**src/rtl/proc_control.sv**
```systemverilog
// rtl/proc_control.sv - T0..T3 instruction sequencer for the 9-bit processor datapath.
// Optional PROC_CONTROL_MVNZ_EN adds opcode 100 (mvnz Rx,Ry) gated by Gnz.
module proc_control (
  input  logic       Clock,
  input  logic       Resetn,
  input  logic       Run,
  input  logic [8:0] IR,
  input  logic       Gnz,
  output logic       IRin,
  output logic [7:0] Rin,
  output logic [7:0] Rout,
  output logic       DINout,
  output logic       Gout,
  output logic       Ain,
  output logic       Gin,
  output logic       AddSub,
  output logic       Done
);

  localparam logic [1:0] T0 = 2'd0;
  localparam logic [1:0] T1 = 2'd1;
  localparam logic [1:0] T2 = 2'd2;
  localparam logic [1:0] T3 = 2'd3;

  localparam logic [2:0] OP_MV   = 3'b000;
  localparam logic [2:0] OP_MVI  = 3'b001;
  localparam logic [2:0] OP_ADD  = 3'b010;
  localparam logic [2:0] OP_SUB  = 3'b011;
  localparam logic [2:0] OP_MVNZ = 3'b100;

  logic [1:0] r_tstep;
  logic [1:0] w_tstep_next;
  logic [2:0] w_op;
  logic [7:0] w_x_oh;
  logic [7:0] w_y_oh;

  assign w_op = IR[8:6];
  // Register fields decode with R0 on bit 7, matching the 3-to-8 decoder.
  assign w_x_oh = 8'h80 >> IR[5:3];
  assign w_y_oh = 8'h80 >> IR[2:0];

`ifndef PROC_CONTROL_MVNZ_EN
  logic w_unused_gnz;
  assign w_unused_gnz = Gnz;
`endif

  always_ff @(posedge Clock or negedge Resetn) begin
    if (!Resetn) begin
      r_tstep <= T0;
    end else begin
      r_tstep <= w_tstep_next;
    end
  end

  always_comb begin
    w_tstep_next = r_tstep;
    IRin   = 1'b0;
    Rin    = 8'h00;
    Rout   = 8'h00;
    DINout = 1'b0;
    Gout   = 1'b0;
    Ain    = 1'b0;
    Gin    = 1'b0;
    AddSub = 1'b0;
    Done   = 1'b0;
    case (r_tstep)
      T0: begin
        IRin = Run;
        if (Run) w_tstep_next = T1;
      end
      T1: begin
        w_tstep_next = T0;
        case (w_op)
          OP_MV: begin
            Rout = w_y_oh;
            Rin  = w_x_oh;
            Done = 1'b1;
          end
          OP_MVI: begin
            DINout = 1'b1;
            Rin    = w_x_oh;
            Done   = 1'b1;
          end
          OP_ADD, OP_SUB: begin
            Rout         = w_x_oh;
            Ain          = 1'b1;
            w_tstep_next = T2;
          end
`ifdef PROC_CONTROL_MVNZ_EN
          OP_MVNZ: begin
            Done = 1'b1;
            if (Gnz) begin
              Rout = w_y_oh;
              Rin  = w_x_oh;
            end
          end
`endif
          default: Done = 1'b1;
        endcase
      end
      T2: begin
        Rout         = w_y_oh;
        Gin          = 1'b1;
        AddSub       = (w_op == OP_SUB);
        w_tstep_next = T3;
      end
      default: begin
        Gout         = 1'b1;
        Rin          = w_x_oh;
        Done         = 1'b1;
        w_tstep_next = T0;
      end
    endcase
    // Reset masks every enable immediately, not just from the next edge.
    if (!Resetn) begin
      IRin   = 1'b0;
      Rin    = 8'h00;
      Rout   = 8'h00;
      DINout = 1'b0;
      Gout   = 1'b0;
      Ain    = 1'b0;
      Gin    = 1'b0;
      AddSub = 1'b0;
      Done   = 1'b0;
    end
  end

endmodule

```
**config.mk**
```make
export PLATFORM = sky130hd
export DESIGN_NAME = proc_control
export DESIGN_NICKNAME = d
export VERILOG_FILES = /design/src/rtl/proc_control.sv
export SDC_FILE = /design/constraint.sdc
export NUM_CORES = 1
export LEC_CHECK = 0
export CAP_MARGIN = 20
export CORE_MARGIN = 1.5
export CORE_UTILIZATION = 31
export CTS_CLUSTER_SIZE = 30
export DETAILED_ROUTE_END_ITERATION = 8
export PLACE_DENSITY_LB_ADDON = 0.2
export SYNTH_ARGS = -nofsm -noshare
export SYNTH_HDL_FRONTEND = slang
export SYNTH_SLANG_ARGS = --single-unit
```
**constraint.sdc**
```tcl
create_clock -name Clock -period 2.2 [get_ports Clock]
set_input_delay 0.66 -clock Clock [delete_from_list [all_inputs] [get_ports Clock]]
set_output_delay 0.66 -clock Clock [all_outputs]
set_load 0.03 [all_outputs]
```
# [Word level (Yosys, flattened, before mapping)]
# Cells that the tools add are included.
[classes] n_mux=26 eq_ne=6 n_reduce_logical=6 shift=2
[ops] operator="$pmux 8 s2" count=3
[ops] operator="$mux 8" count=3
[ops] operator="$mux 1" count=16
[ops] operator="$shr 8x3->8 const A" count=2
[ops] operator="$eq 3x2->1 const B" count=2
[ops] operator="$pmux 2 s3" count=1
[ops] operator="$reduce_or 2->1" count=3
[ops] operator="$mux 2" count=2
[ops] operator="$eq 3x1->1 const B" count=1
[ops] operator="$logic_not 3->1" count=1
[ops] operator="$reduce_or 3->1" count=1
[ops] operator="$eq 2x1->1 const B" count=1
[ops] operator="$eq 2x2->1 const B" count=1
[ops] operator="$logic_not 2->1" count=1
[ops] operator="$ne 2x2->1 const B" count=1
[ops] operator="$pmux 1 s2" count=1
[totals] wordCells=41 register_bits=2 in_bits=13 output_inout_bits=23

# [Depth between registers and ports, before layout]
# Gate-level depths: netlist (run 1).
[depth] word_depth=5 ltp_mapped=5 ltp_nobuf=5

# [Worst setup path after synthesis (run 1)]
# OpenSTA, ideal clock, no wires.
[synth_path] kind="input to output" from="input IR[7]" to="output Rout[2]" arrival_time_ps=1848 path_slack_ps=-308 t_required_ps=1540 stages=3 path_cell_list="nor4b_4 -> nor2_2 -> o32ai_1"
[synth_between] elab_chain_cells=5
[synth_rtl] item="start, declared" line="7" text="input logic [8:0] IR,"
[synth_rtl] item="$eq 3x2->1" line="73" text="case (w_op)"
[synth_rtl] item="$reduce_or 2->1" line="73"
[synth_rtl] item="$pmux 8 s2 *" line="73"
[synth_rtl] item="$pmux 8 s2 *" line="66" text="case (r_tstep)"
[synth_rtl] item="$mux 8 *" line="115" text="if (!Resetn) begin"
[synth_rtl] item="end, declared" line="11" text="output logic [7:0] Rout,"
# Mark *: on every way between the ends. The rest lies on a longest branch, timed or not.

# [Worst setup path after layout (run 1)]
[layout_path] from="register r_tstep[1]" to="output Rout[1]"
[layout_between] elab_chain_cells=3
[layout_rtl] item="start, declared" line="31" text="logic [1:0] r_tstep;"
[layout_rtl] item="start signal, assigned" line="51" text="r_tstep <= w_tstep_next;"
[layout_rtl] item="$eq 2x2->1 / $eq 2x1->1 (equally long branches)" line="66"
[layout_rtl] item="$pmux 8 s2 *" line="66"
[layout_rtl] item="$mux 8 *" line="115"
# Marks and branches as above.

==> results_dict.tcl, run 1 <==
set metrics [dict create \
    pwr-share-comb_pct 83.0 \
    start_kind "flip-flop" \
    cp_slowest_cell "dfrtp_1" \
    max_freq_ghz 0.4113 \
    dp_hpwl_um 1309 \
    final_common_cell "buf_4" \
    ys_seq_area_share_pct 11.43 \
    regMostFlops "r_tstep" \
    portBuffers 34 \
    antenna_found_initial 0 \
    cts_tree "yes" \
    setup_tns_ps -2266 \
    post_drt_wl_per_cell_um 20.49 \
    cts_buffers 3 \
    hold_class "in -> async" \
    viasPerCell 5.835 \
    gp_congestion 0.6958 \
    clk_pin_slew_ps 30 \
    vias 741 \
    p_sw_w 0.0004702 \
    design.die.area_mm2 0.001647 \
    cp_top_family "buffers and inverters" \
    grt_pass1_vias 584 \
    finalSetupViolCount 17 \
    fin_skew_ps 3.904 \
    die_y_um 40.59 \
    cts_root_buf "clkbuf_4" \
    ys_ff_latch 2 \
    netlist_area_um2 437.9 \
    yosysTopAreaCell "dfrtp_1" \
    pwr-share-seq_pct 8.3 \
    cp_data_arrival_time_ps 1770 \
    ir_worst_vdd_mv 0.8073 \
    clkLatencyLatePin_ps 230 \
    finalHoldViolations 0 \
    nNetsFinal 131 \
    overflow 0 \
    power-per-cell-area_mw_per_mm2 798.1 \
    tightest_slew_ps 298.2 \
    drt-total-wl_um 2602 \
    yosysTopAreaCellShare_pct 11.43 \
    critical_path_required_ps 1540 \
    swShare_pct 49.62 \
    crit_chain "inv_2, buf_4, ha_4, nand4b_1, buf_4, o22ai_2, buf_6" \
    final_cell_mix "28 x buf_4, 16 x buf_6, 6 x nor2_1" \
    relSlewSlack_pct 80.04 \
    largest_reg_flops 2 \
    synth_nets 75 \
    drc_errors 0 \
    dpl_cell_area_um2 890.9 \
    critPathMaxStageDelay_ps 350 \
    crit_path_end_kind "primary output" \
    violations "negative setup slack" \
    maxCapViolations 0 \
    final_area_mm2 0.001187 \
    synth_area_per_cell_um2 7.550 \
    boundaryPins 36 \
    crit_buf_inv 4 \
    critPathKind "reg -> out" \
    ant_nets 0 \
    htreeDepth 1 \
    grt_max_degree 10 \
    rows 13 \
    finish.utilization_pct 91.25 \
    status "finished with violations" \
    period_share_pct 110.5 \
    die_width_um 40.59 \
    slew_viol_final 0 \
    r2r_slack_ps 900 \
    synthTopCellsByArea "dfrtp_1 11%, ha_1 11%, o32ai_1 8.0%" \
    core_area_mm2 0.001301 \
    yosysWarningCount 0 \
    internal_power_w 0.0004774 \
    power.leakage_nw 0.4929 \
    clock_path_buffers 2 \
    rsz0062_at_grt "true" \
    fillers 51 \
    drive_gt1_share_pct 75.00 \
    syn_to_final_growth_pct 171.1 \
    crit_top_cell "buf_4" \
    grt_usage_pct 23.84 \
    period_needed_ps 2431 \
    grt_pass1_wl_um 2559 \
    power_frac_clock_pct 8.7 \
    top_regs "r_tstep (2)" \
    diodes 0 \
    ys_types 27 \
    layout_setup_ws_ps -231.4 \
    synthCells 58 \
    cts.sinks 2 \
    cp_max_fo 6 \
    initial_core_util_pct 33.65 \
    first_iter_violations 27 \
    drt_pass1_iterations 4 \
]
synthesized netlist by cell type, drive strengths merged:
library cell,n
nor2,10
ha,4
nor3,4
o22ai,4
o32ai,4
and2,3
and3b,3
nand2b,3
nand4b,3
o21ai,3
and3,2
dfrtp,2
inv,2
nand4,2
a21oi,1
a31oi,1
buf,1
nand2,1
nand3,1
nor3b,1
nor4b,1
o211ai,1
or2,1
per-layer routing:
layer / up-vias / global-route usage (%) / routed length (um)
met1: 373 / 29.45 / 1047
met2: 24 / 39.29 / 1390
met4: 0 / 12.50 / 93
met5: - / 0 / 0
met3: 10 / 3.333 / 71
li1: 334 / - / -
cells by family (layout without fill, tap and decap cells):
logic type / Yosys count / count (layout) / synth area share (%)
simple gates: 35 / 35 / 52.86
buf+inv: 3 / 57 / 2.857
flops: 2 / 2 / 11.43
fa+ha+maj: 4 / 4 / 11.43
compound gates: 14 / 14 / 21.43
path summary, 6_finish.rpt:
check / cells past startpoint / endpoint / startpoint
min in group Clock: 2 / r_tstep[1] / r_tstep[1]
worst min register to register: 2 / r_tstep[1] / r_tstep[1]
max in group asynchronous: 2 / r_tstep[0] / Resetn
worst min-delay path: 2 / r_tstep[1] / Resetn
worst max register to register: 5 / r_tstep[1] / r_tstep[0]
worst max-delay path: 7 / Rout[1] / r_tstep[1]
power by group through the flow:
stage	registers [W]	logic (W)	clock network, W
2_1_floorplan	0.0000741	0.000301	0
3_3_place_gp	0.0000665	0.000470	0
3_5_place_dp	0.0000675	0.000481	0
4_1_cts	0.0000755	0.000625	0.0000870
5_1_grt	0.0000799	0.000814	0.0000863
6_report	0.0000786	0.000786	0.0000825
area by class of cell:
cell class	instances	area (um2)	share of cell area (%)
Clock buffer	3	22.52	1.897
Inverter	2	7.507	0.6322
Multi-Input combinational cell	53	628.1	52.90
Sequential cell	2	51.30	4.320
Tap cell	15	18.77	1.581
Timing Repair Buffer	52	459.2	38.67
per-stage QoR:
stage          total power [W]  hold WS (ps)  std cells  setup slack (ps)
6_report             0.0009476         439.0        127            -231.4
5_1_grt              0.0009803         443.4        127            -277.0
4_1_cts              0.0007878         451.9        123            -181.3
3_5_place_dp         0.0005488         581.2        115            -589.7
3_3_place_gp         0.0005368         564.5        115            -561.0
2_1_floorplan        0.0003752         364.4         58            -226.3
timing repair:
item,4_1_cts,5_1_grt
pin swaps,12,11
buffers inserted,5,4
hold buffers,0,0
gates resized for setup,53,30
hold endpoints to repair,0,0
endpoints found under the setup margin,23,20
No activity file was read; power rests on OpenSTA's default activity.
==> inputs of run 2 (changes only) <==
CORE_MARGIN = not set   (was 1.5)
==> run 2 against run 1 <==
Compared with the run above: the flow still finishes with violations (negative setup slack); utilization shrank 9.4 points; sequential power grew 2%; setup slack gained 84 ps; final area shrank 10%; power shrank 14%; via count shrank 13%; global-route usage grew 0.66 points; clock-buffer cell count is the same; first-iteration DRC count shrank 56%; die area shrank 4.9%.
==> results_dict.tcl, run 2 (synthesis results as in run 1) <==
set metrics [dict create \
    overflow 0 \
    boundaryPins 36 \
    grt_max_degree 10 \
    final_common_cell "buf_4" \
    critPathMaxStageDelay_ps 370 \
    viasPerCell 5.303 \
    period_needed_ps 2348 \
    die_y_um 39.59 \
    violations "negative setup slack" \
    status "finished with violations" \
    cp_max_fo 5 \
    gp_congestion 0.6950 \
    cts_buffers 3 \
    drt-total-wl_um 1784 \
    cp_slowest_cell "dfrtp_1" \
    dpl_worst_slack_ps -588.8 \
    slew_viol_final 0 \
    design.die.area_mm2 0.001567 \
    power.leakage_nw 0.4486 \
    post_drt_wl_per_cell_um 14.62 \
    cts_tree "yes" \
    crit_chain "inv_2, ha_4, nor4b_4, o21ai_1, buf_4, o22ai_2, buf_6" \
    rr_startpoint "r_tstep[0]" \
    p_sw_w 0.0003919 \
    clkLatencyLatePin_ps 220 \
    drive_gt1_share_pct 69.16 \
    critPathKind "reg -> out" \
    rsz0062_at_grt "true" \
    hold_class "in -> async" \
    die_width_um 39.59 \
    finalPower_w 0.0008151 \
    drt_pass1_iterations 5 \
    maxCapViolations 0 \
    vias 647 \
    diodes 0 \
    pwr-share-comb_pct 80.3 \
    tightest_slew_ps 336.8 \
    period_share_pct 106.7 \
    nNetsFinal 126 \
    first_iter_violations 12 \
    start_kind "flip-flop" \
    finish.utilization_pct 81.83 \
    portBuffers 34 \
    cts_root_buf "clkbuf_4" \
    relSlewSlack_pct 77.45 \
    cp_data_arrival_time_ps 1690 \
    top_regs "r_tstep (2)" \
    rows 13 \
    clk_pin_slew_ps 30 \
    startpoint "r_tstep[1]" \
    pwr-share-seq_pct 9.9 \
    cts.sinks 2 \
    ir_worst_vdd_mv 0.9083 \
    crit_path_end_kind "primary output" \
    max_freq_ghz 0.4259 \
    ant_nets 0 \
    largest_reg_flops 2 \
    dpl_cell_area_um2 890.9 \
    swShare_pct 48.08 \
    reg2regPathDepth 5 \
    initial_core_util_pct 33.65 \
    fin_skew_ps 1.896 \
    layout_setup_ws_ps -147.7 \
    power-per-cell-area_mw_per_mm2 765.5 \
    grt_usage_pct 24.50 \
    whs_ps 440.2 \
    finalHoldViolations 0 \
    final_area_mm2 0.001065 \
    syn_to_final_growth_pct 143.1 \
    finalSetupViolCount 16 \
    core_area_mm2 0.001301 \
    drc_errors 0 \
    antenna_found_initial 0 \
    clock_path_buffers 2 \
    grt_pass1_wl_um 2518 \
    internal_power_w 0.0004232 \
    power_frac_clock_pct 9.9 \
    htreeDepth 1 \
    regMostFlops "r_tstep" \
    grt_pass1_vias 577 \
    critical_path_required_ps 1540 \
    final_cell_mix "24 x buf_4, 14 x buf_6, 6 x nor2_1, 6 x dlygate4sd2_1, 4 x clkbuf_4" \
    dp_hpwl_um 1244 \
]
[run 2: per-layer routing]
metal	global-route usage, %	wire length [um]	vias up	share of wire, %
met2	40.16	968	16	54
met3	5.114	51	2	2.9
met5	0	0	-	0
li1	-	-	326	-
met1	27.61	753	303	42
met4	17.24	10	0	0.56
[run 2: what timing repair did]
action,CTS,global route
hold endpoints to repair,0,0
hold buffers,0,0
gates cloned,0,0
gates resized for setup,54,12
setup endpoints to repair,23,20
setup buffers,3,1
pin swaps,16,7
[run 2: worst max-delay path: cells and delay by family (launching register included)]
| family | cells | cell delay [ps] |
|---|---|---|
| buffers and inverters | 3 | 420 |
| flip-flops | 1 | 370 |
| AND/OR/NAND/NOR | 1 | 300 |
| AO/OA/AOI/OAI | 2 | 220 |
| adder cells (fa/ha/maj) | 1 | 160 |
[run 2: power groups by stage]
stage	Sequential (W)	Combinational [W]	Clock [W]
3_3_place_gp	0.0000664	0.000480	0
6_report	0.0000804	0.000654	0.0000804
4_1_cts	0.0000784	0.000596	0.0000870
3_5_place_dp	0.0000669	0.000488	0
2_1_floorplan	0.0000741	0.000301	0
5_1_grt	0.0000817	0.000692	0.0000874
[run 2: final timing paths]
path | to | slack, ps
min | r_tstep[1] | 440
max | Rout[0] | -150
min in group Clock | r_tstep[1] | 600
max reg2reg | r_tstep[1] | 910
min reg2reg | r_tstep[1] | 600
max in group asynchronous | r_tstep[0] | 1650
[run 2: cell type report]
type,instances,area [um2]
well taps,15,18.77
repair buffers,47,412.9
multi-input cells,53,551.8
clock buffers,3,22.52
inverters,2,7.507
fillers,84,236.5
flip-flops and latches,2,51.30
[run 2: through the flow]
step | cells | setup TNS (ps)
after global routing | 122 | -2617
final | 122 | -1412
after floorplan | 58 | -1024
after CTS | 121 | -1416
after detailed placement | 115 | -10820
after global placement | 115 | -10080
